$ cat config.mk
export PLATFORM = sky130hd
export DESIGN_NAME = pc_unit
export DESIGN_NICKNAME = d
export VERILOG_FILES = /design/src/rtl/pc_unit.sv
export SDC_FILE = /design/constraint.sdc
export NUM_CORES = 1
export LEC_CHECK = 0
export CAP_MARGIN = 20
export CORE_ASPECT_RATIO = 1.2
export CORE_MARGIN = 3
export CORE_UTILIZATION = 55
export CTS_CLUSTER_DIAMETER = 30
export DETAILED_ROUTE_END_ITERATION = 8
export PLACE_DENSITY = 0.78
export SLEW_MARGIN = 20
export SYNTH_ARGS = -nofsm -noshare
export SYNTH_HDL_FRONTEND = slang
export SYNTH_SLANG_ARGS = --single-unit
$ cat constraint.sdc
create_clock -name clk -period 7.35 [get_ports clk]
set_input_delay 2.205 -clock clk [delete_from_list [all_inputs] [get_ports clk]]
set_output_delay 2.205 -clock clk [all_outputs]
set_load 0.005 [all_outputs]
$ cat src/rtl/pc_unit.sv
// Fetch-stage program counter with a configurable step, a trap vector and a
// circular return-address stack that reports overflow and underflow.
module pc_unit #(
    parameter int                  PC_WIDTH   = 16,
    parameter int                  PC_STEP    = 1,
    parameter logic [PC_WIDTH-1:0] RESET_ADDR = '0,
    parameter logic [PC_WIDTH-1:0] TRAP_ADDR  = PC_WIDTH'(16'h0010),
    parameter int                  RAS_DEPTH  = 4,
    localparam int                 CW         = $clog2(RAS_DEPTH + 1)
) (
    input  logic                clk,
    input  logic                rst_n,
    input  logic                run,
    input  logic                jump,
    input  logic                call,
    input  logic                ret,
    input  logic                trap,
    input  logic [PC_WIDTH-1:0] jump_address,
    output logic [PC_WIDTH-1:0] pc,
    output logic [CW-1:0]       ras_count,
    output logic                ras_empty,
    output logic                ras_full,
    output logic                ras_overflow,
    output logic                ras_underflow
);

    localparam int                  PW         = (RAS_DEPTH > 1) ? $clog2(RAS_DEPTH) : 1;
    localparam logic [PW-1:0]       TOP_LAST   = PW'(RAS_DEPTH - 1);
    localparam logic [CW-1:0]       COUNT_FULL = CW'(RAS_DEPTH);
    localparam logic [PC_WIDTH-1:0] STEP       = PC_WIDTH'(PC_STEP);

    logic [PC_WIDTH-1:0] pc_reg, pc_next;
    logic [PW-1:0]       top_reg, top_next;
    logic [CW-1:0]       count_reg, count_next;
    logic                overflow_reg, overflow_next;
    logic                underflow_reg, underflow_next;
    logic                push;
    logic [PC_WIDTH-1:0] seq_pc;
    logic [PC_WIDTH-1:0] top_entry;
    logic [PC_WIDTH-1:0] stack [RAS_DEPTH];

    function automatic logic [PW-1:0] ptr_inc(input logic [PW-1:0] p);
        return (p == TOP_LAST) ? '0 : p + 1'b1;
    endfunction

    function automatic logic [PW-1:0] ptr_dec(input logic [PW-1:0] p);
        return (p == '0) ? TOP_LAST : p - 1'b1;
    endfunction

    // Sequential address doubles as the pushed return address; wraps modulo 2^PC_WIDTH.
    assign seq_pc    = pc_reg + STEP;
    assign top_entry = stack[top_reg];

    always_comb begin
        pc_next        = pc_reg;
        top_next       = top_reg;
        count_next     = count_reg;
        overflow_next  = overflow_reg;
        underflow_next = underflow_reg;
        push           = 1'b0;
        if (trap) begin
            pc_next = TRAP_ADDR;
        end else if (run) begin
            if (ret) begin
                if (count_reg != '0) begin
                    pc_next    = top_entry;
                    top_next   = ptr_dec(top_reg);
                    count_next = count_reg - 1'b1;
                end else begin
                    pc_next        = seq_pc;
                    underflow_next = 1'b1;
                end
            end else if (call) begin
                pc_next  = jump_address;
                push     = 1'b1;
                // When full, the slot after the top is the oldest entry, so it is overwritten.
                top_next = ptr_inc(top_reg);
                if (count_reg == COUNT_FULL) begin
                    overflow_next = 1'b1;
                end else begin
                    count_next = count_reg + 1'b1;
                end
            end else if (jump) begin
                pc_next = jump_address;
            end else begin
                pc_next = seq_pc;
            end
        end
    end

    always_ff @(posedge clk or negedge rst_n) begin
        if (!rst_n) begin
            pc_reg        <= RESET_ADDR;
            top_reg       <= '0;
            count_reg     <= '0;
            overflow_reg  <= 1'b0;
            underflow_reg <= 1'b0;
        end else begin
            pc_reg        <= pc_next;
            top_reg       <= top_next;
            count_reg     <= count_next;
            overflow_reg  <= overflow_next;
            underflow_reg <= underflow_next;
        end
    end

    // Stack contents carry no reset; validity is tracked entirely by count_reg.
    always_ff @(posedge clk) begin
        if (push) begin
            stack[top_next] <= seq_pc;
        end
    end

    assign pc            = pc_reg;
    assign ras_count     = count_reg;
    assign ras_empty     = (count_reg == '0);
    assign ras_full      = (count_reg == COUNT_FULL);
    assign ras_overflow  = overflow_reg;
    assign ras_underflow = underflow_reg;

endmodule

==> results of run 1 <==
==> synth_stat cells (all sizes together) (2+ instances only) <==
cell | instances | area, um2
nand3 | 7 | 35.0
a221oi | 2 | 17.5
nor4 | 2 | 12.5
ha | 2 | 25.0
o221a | 3 | 33.8
nand2 | 17 | 63.8
nor2b | 2 | 12.5
mux4 | 16 | 398
dfrtp | 23 | 576
buf | 11 | 68.8
a21o | 4 | 30.0
or2 | 2 | 12.5
mux2i | 3 | 30.0
nand2b | 2 | 12.5
edfxtp | 64 | 1920
and4 | 3 | 26.3
a21oi | 5 | 25.0
o21ai | 17 | 85.1
inv | 8 | 30.0
xor2 | 3 | 26.3
a22o | 2 | 17.5
xnor2 | 13 | 114
nor3 | 4 | 31.3
o22ai | 3 | 18.8
o221ai | 7 | 61.3
a31oi | 3 | 18.8
clkbuf | 3 | 11.3
a211oi | 3 | 22.5
and3 | 6 | 37.5
nand4 | 6 | 37.5
nor2 | 21 | 78.8
==> layer usage <==
layer  vias up  share of wire  wire length, um  GRT usage
met3        20          0.075              706     0.0484
met1      1333           0.44             4150      0.358
met4         0          0.023              216     0.0891
li1       1213              -                -          -
met2       136           0.46             4370      0.340
met5         -              0                0          0
==> worst register-to-register path: cells and delay by family (launching register included) <==
kind                       cells  cell delay [ns]
DFF                            1             1.02
and+or+nand+nor                1             0.78
AOI/OAI and AO/OA              2             0.46
adders and majority gates      1             0.38
buffers and inverters          1             0.22
==> through the flow <==
stage | setup slack [ns] | std cells
finish | 2.58 | 419
global route | 2.42 | 419
CTS | 2.59 | 419
detailed placement | 2.22 | 403
global placement | 2.37 | 403
floorplan | 2.44 | 282
==> power by group through the flow <==
stage | combinational, mW | sequential [mW] | clock [mW]
global route | 0.390 | 0.694 | 0.394
detailed placement | 0.359 | 0.694 | 0
floorplan | 0.271 | 0.635 | 0
CTS | 0.362 | 0.684 | 0.373
global placement | 0.350 | 0.692 | 0
finish | 0.363 | 0.683 | 0.369
==> how the worst max path moves through the flow <==
stage                   end  slack (ns)  cells after the start
3_3_place_gp   stack[2][12]        2.37                      6
4_1_cts         stack[2][5]        2.59                      6
5_1_grt         stack[2][7]        2.42                      6
3_5_place_dp   stack[2][13]        2.22                      6
2_1_floorplan   stack[0][0]        2.44                      5
6_report        stack[2][2]        2.58                      6
==> final cells by class <==
class	count	area (um2)
Multi-Input combinational cell	173	1450
Sequential cell	87	2500
Fill cell	501	2200
Inverter	8	30.0
Clock inverter	6	92.6
Clock buffer	10	128
Tap cell	87	109
Timing Repair Buffer	48	468
==> kinds of logic after synthesis <==
family / after synthesis / synth area share
muxes: 19 / 0.106
buffers and inverters: 22 / 0.0272
DFF: 87 / 0.617
AOI/OAI and AO/OA: 60 / 0.110
adders and majority gates: 3 / 0.0111
and+or+nand+nor: 75 / 0.0949
xor gates and xnor gates: 16 / 0.0346
==> impl_metrics.ini, run 1 <==
[global_routing]
first_pass_grt_wire_length_um = 14800
gr-usage-all-layers = 0.236
grt_max_degree = 24
grt-ovfl-total = 0
first_global_vias = 2632
antenna_found_initial = 0

[floorplan]
dieHeight_um = 100
placeable_core_region_um2 = 6980
floorplan.io_pins = 46
die_area_um2 = 8430
floorplan.rows = 33
floorplan.die.width_um = 84.3
initial_core_util = 0.580

[sta]
fmax_ghz = 0.210
period_share = 0.649
hold_vio_cnt_final = 0
timing.final.crit_period_ns = 4.77
finClkSkew_ns = 0.00796
timing.setup.tns_ns = 0
final_max_slew_viol_count = 0
timing.slew.headroom = 0.318
hold-worst-slack_ns = 0.476
final-setup-viol-count = 0
grt_setup_unrepaired = false
worst_slew_pin_slew_ns = 1.02

[critical_path]
critical_path_class = in -> reg
timing.critical_path.slowest_stage_cell = sky130_fd_sc_hd__clkdlybuf4s50_1
slowest_delay_ns = 0.78
timing.critical_path.required_ns = 7.34
path_max_fanout = 18
arrival_ns = 4.76
timing.critical_path.to_type = flop
critical_path.top_delay_family = compound AO/OA/AOI/OAI gates
reg2reg_depth = 5
worstReg2RegStart = top_reg[0]
crit_path_cell_trace = clkdlybuf4s50_1 -> o31ai_4 -> a21oi_1 -> o22ai_1 -> a21oi_1 -> and3_1
setup.worst_path.start_class = input pin
start_point_of_the_critical_path = ret
timing.critical_path.mode_cell = sky130_fd_sc_hd__a21oi_1
r2r_slack_ns = 4.11
critical_path.reg2reg.endpoint = stack[2][2]
timing.critical_path.buf_inv = 1

[synthesis]
yosysWarningCount = 0
synth-seq-area-share = 0.617
synth_enable_flop_cells = 64
netlist_instances = 282
synthFlopType = sky130_fd_sc_hd__edfxtp_1
avgSynthCellArea_um2 = 14.4
async_reset_ff_frac = 0.264
synth.lib_cells_used.distinct = 51
ys_ff_latch = 87
cell_area_synth_um2 = 4050
synthesis.nets = 308

[place]
dpl_cell_area_um2 = 4560
port_buffers = 45
final_weighted_congestion_of_routability_driven_global_placement = 0.939
post-dp-hpwl_um = 6630

[worst_hold_path]
worstHoldEndpoint = ras_overflow
hp_start = ras_overflow
hold_path_class = reg -> reg
number_of_cells_on_the_worst_hold_path = 1

[finish]
synthToLayoutAreaGrowth_pct = 18.0
drive_gt1_frac = 0.108
layout.core_utilization = 0.685
antenna_cells = 0
most-common-layout-cells = sky130_fd_sc_hd__edfxtp_1 (64), sky130_fd_sc_hd__clkdlybuf4s50_1 (44), sky130_fd_sc_hd__dfrtp_1 (23), sky130_fd_sc_hd__nor2_1 (21), sky130_fd_sc_hd__nand2_1 (17)
largest_register_ff_count = 64
fin_area_um2 = 4780
final_net_count = 353
mostFrequentLayoutCell = sky130_fd_sc_hd__edfxtp_1

[power]
fin_total_pwr_mw = 1.41
seqPwrFrac = 0.483
max-vdd-ir-drop_mv = 0.182
power.switching_mw = 0.434
sw_ratio = 0.307
pwr-share-comb = 0.257
power.leakage_nw = 1.72
internal_power_mw = 0.981
power-per-cell-area_nw_per_um2 = 296
power.share.clock = 0.261

[detailed_routing]
post-route-drc-count = 0
pre_repair_dr_iteration_count = 5
detail_route.iter0.violations = 401
vias = 2702
wire_per_inst_um = 22.5
detail-route-antenna-nets = 0
drt-vias-per-instance = 6.45
total_routed_length_um = 9440

[cts]
cts_resized = 0
cts_tree = yes
deepest_level_of_the_cts_h_tree = 3
tritoncts_num_sinks = 87
cts_hold_buffers = 0
worst_setup_hold_path_clk_slew_ns = 0.08
cts_root_buffer = sky130_fd_sc_hd__clkbuf_8
cts_inserted_buffers = 9
ctsLongestPathBuffers = 2
clock_latency_of_the_later_clocked_register_in_the_worst_skew_pair_ns = 0.36
post-cts-setup-buffers = 0

[job]
cap_viol_max_count = 0

[status]
run_status = complete, no violations
Note: power is estimated with default switching activity, not from simulation.
==> run 2, diff against run 1 <==
Settings changed: CORE_UTILIZATION 55 to 50, PLACE_DENSITY 0.78 to 0.75.
Clock period 7.35 ns to 4.02 ns, I/O delays scaled along.
==> impl_metrics.ini, run 2 (same netlist as run 1, synthesis figures left out) <==
[global_routing]
globalRoute.busiestLayer = met2
grt-ovfl-total = 0
grt_use_met3 = 0.0339
first_global_vias = 2781
grt_util_met1 = 0.270
grt_max_degree = 24
gr-usage-all-layers = 0.211
first_pass_grt_wire_length_um = 14300
antenna_found_initial = 0
gr-usage-met2 = 0.347

[detailed_routing]
post-route-drc-count = 0
total_routed_length_um = 9140
detail_route.iter0.violations = 255
wire_per_inst_um = 21.0
pre_repair_dr_iteration_count = 5
vias = 2706
drt-vias-per-instance = 6.22
detail-route-antenna-nets = 0

[cts]
cts_resized = 0
ctsLongestPathBuffers = 2
clock_latency_of_the_later_clocked_register_in_the_worst_skew_pair_ns = 0.35
post-cts-setup-buffers = 0
cts_inserted_buffers = 9
tritoncts_num_sinks = 87
cts_tree = yes
worst_setup_hold_path_clk_slew_ns = 0.08
cts_hold_buffers = 0
deepest_level_of_the_cts_h_tree = 3
cts_root_buffer = sky130_fd_sc_hd__clkbuf_8

[power]
power.leakage_nw = 1.78
max-vdd-ir-drop_mv = 0.401
power-per-cell-area_nw_per_um2 = 524

[floorplan]
floorplan.rows = 35
initial_core_util = 0.519
die_area_um2 = 9220
placeable_core_region_um2 = 7790
dieHeight_um = 105
floorplan.io_pins = 46
floorplan.die.width_um = 88.1

[critical_path]
critical_path_class = reg -> out
critical_path.top_delay_family = buffers and inverters
slowest_delay_ns = 0.59
arrival_ns = 1.91
timing.critical_path.buf_inv = 1
timing.critical_path.to_type = output port
path_max_fanout = 7
crit_path_cell_trace = nor3_4 -> clkdlybuf4s50_1
setup.worst_path.start_class = flop
timing.critical_path.required_ns = 2.81
timing.critical_path.slowest_stage_cell = sky130_fd_sc_hd__clkdlybuf4s50_1

[sta]
timing.slew.headroom = 0.546
timing.setup.tns_ns = 0
period_share = 0.775
final-setup-viol-count = 0
fmax_ghz = 0.321
timing.final.crit_period_ns = 3.11
finClkSkew_ns = 0.00909
postLayoutSetupSlackWorst_ns = 0.906
worst_slew_pin_slew_ns = 0.679
grt_setup_unrepaired = false
hold_vio_cnt_final = 0
final_max_slew_viol_count = 0

[finish]
antenna_cells = 0
mostFrequentLayoutCell = sky130_fd_sc_hd__edfxtp_1
synthToLayoutAreaGrowth_pct = 20.7
most-common-layout-cells = sky130_fd_sc_hd__edfxtp_1 (64), sky130_fd_sc_hd__clkdlybuf4s50_1 (45), sky130_fd_sc_hd__dfrtp_1 (23), sky130_fd_sc_hd__nor2_1 (21), sky130_fd_sc_hd__nand2_1 (17)
largest_register_ff_count = 64
drive_gt1_frac = 0.134
final_net_count = 366

[place]
final_weighted_congestion_of_routability_driven_global_placement = 0.829
dp_worst_setup_slack_ns = 0.627
port_buffers = 45
post-dp-hpwl_um = 6230

[job]
cap_viol_max_count = 0

[worst_hold_path]
hold_path_class = reg -> reg

[status]
run_status = complete, no violations
[run 2: final cells by class]
type                            count  area (um2)
Clock buffer                       10         138
Clock inverter                      4        71.3
Fill cell                         610        2910
Inverter                            8        30.0
Multi-Input combinational cell    173        1450
Sequential cell                    87        2500
Tap cell                           92         115
Timing Repair Buffer               61         583
[run 2: worst reg2reg max path, delay by kind of cell (launching register included)]
kind | cells | cell delay, ns
AO/OA/AOI/OAI | 3 | 0.80
buffers and inverters | 2 | 0.53
flip-flops | 1 | 0.50
AND/OR/NAND/NOR | 1 | 0.21
[run 2: final timing paths]
check,startpoint,endpoint,slack [ns],depth (start not counted)
max in group asynchronous,rst_n,pc[6],2.56,2
worst min-delay path,ras_overflow,ras_overflow,0.46,1
worst max-delay path,ras_count[1],ras_empty,0.91,2
worst min register to register,ras_overflow,ras_overflow,0.46,1
worst max register to register,ras_count[1],stack[3][11],1.65,6
min in group asynchronous,rst_n,ras_underflow,1.20,2
[run 2: report_power, final]
group / leakage [nW] / switching [mW] / internal (mW) / total [mW]
Clock: 0.102 / 0.291 / 0.358 / 0.649
Sequential: 0.876 / 0.101 / 1.07 / 1.17
Combinational: 0.798 / 0.356 / 0.389 / 0.745
[run 2: layer usage]
layer	vias up	routed length [um]
met4	0	210
met3	20	507
met1	1343	3650
li1	1228	-
met5	-	0
met2	115	4770
[run 2: per-stage QoR]
step           cell area, um2  total power [mW]  cells  hold slack (ns)  utilization
2_1_floorplan            4050              1.66    282            0.451            -
5_1_grt                  4890              2.69    435            0.485        0.627
3_5_place_dp             4680              1.93    421            0.448        0.600
3_3_place_gp             4680              1.92    421            0.442        0.600
6_report                 4890              2.56    435            0.464        0.627
4_1_cts                  4890              2.58    435            0.466        0.627
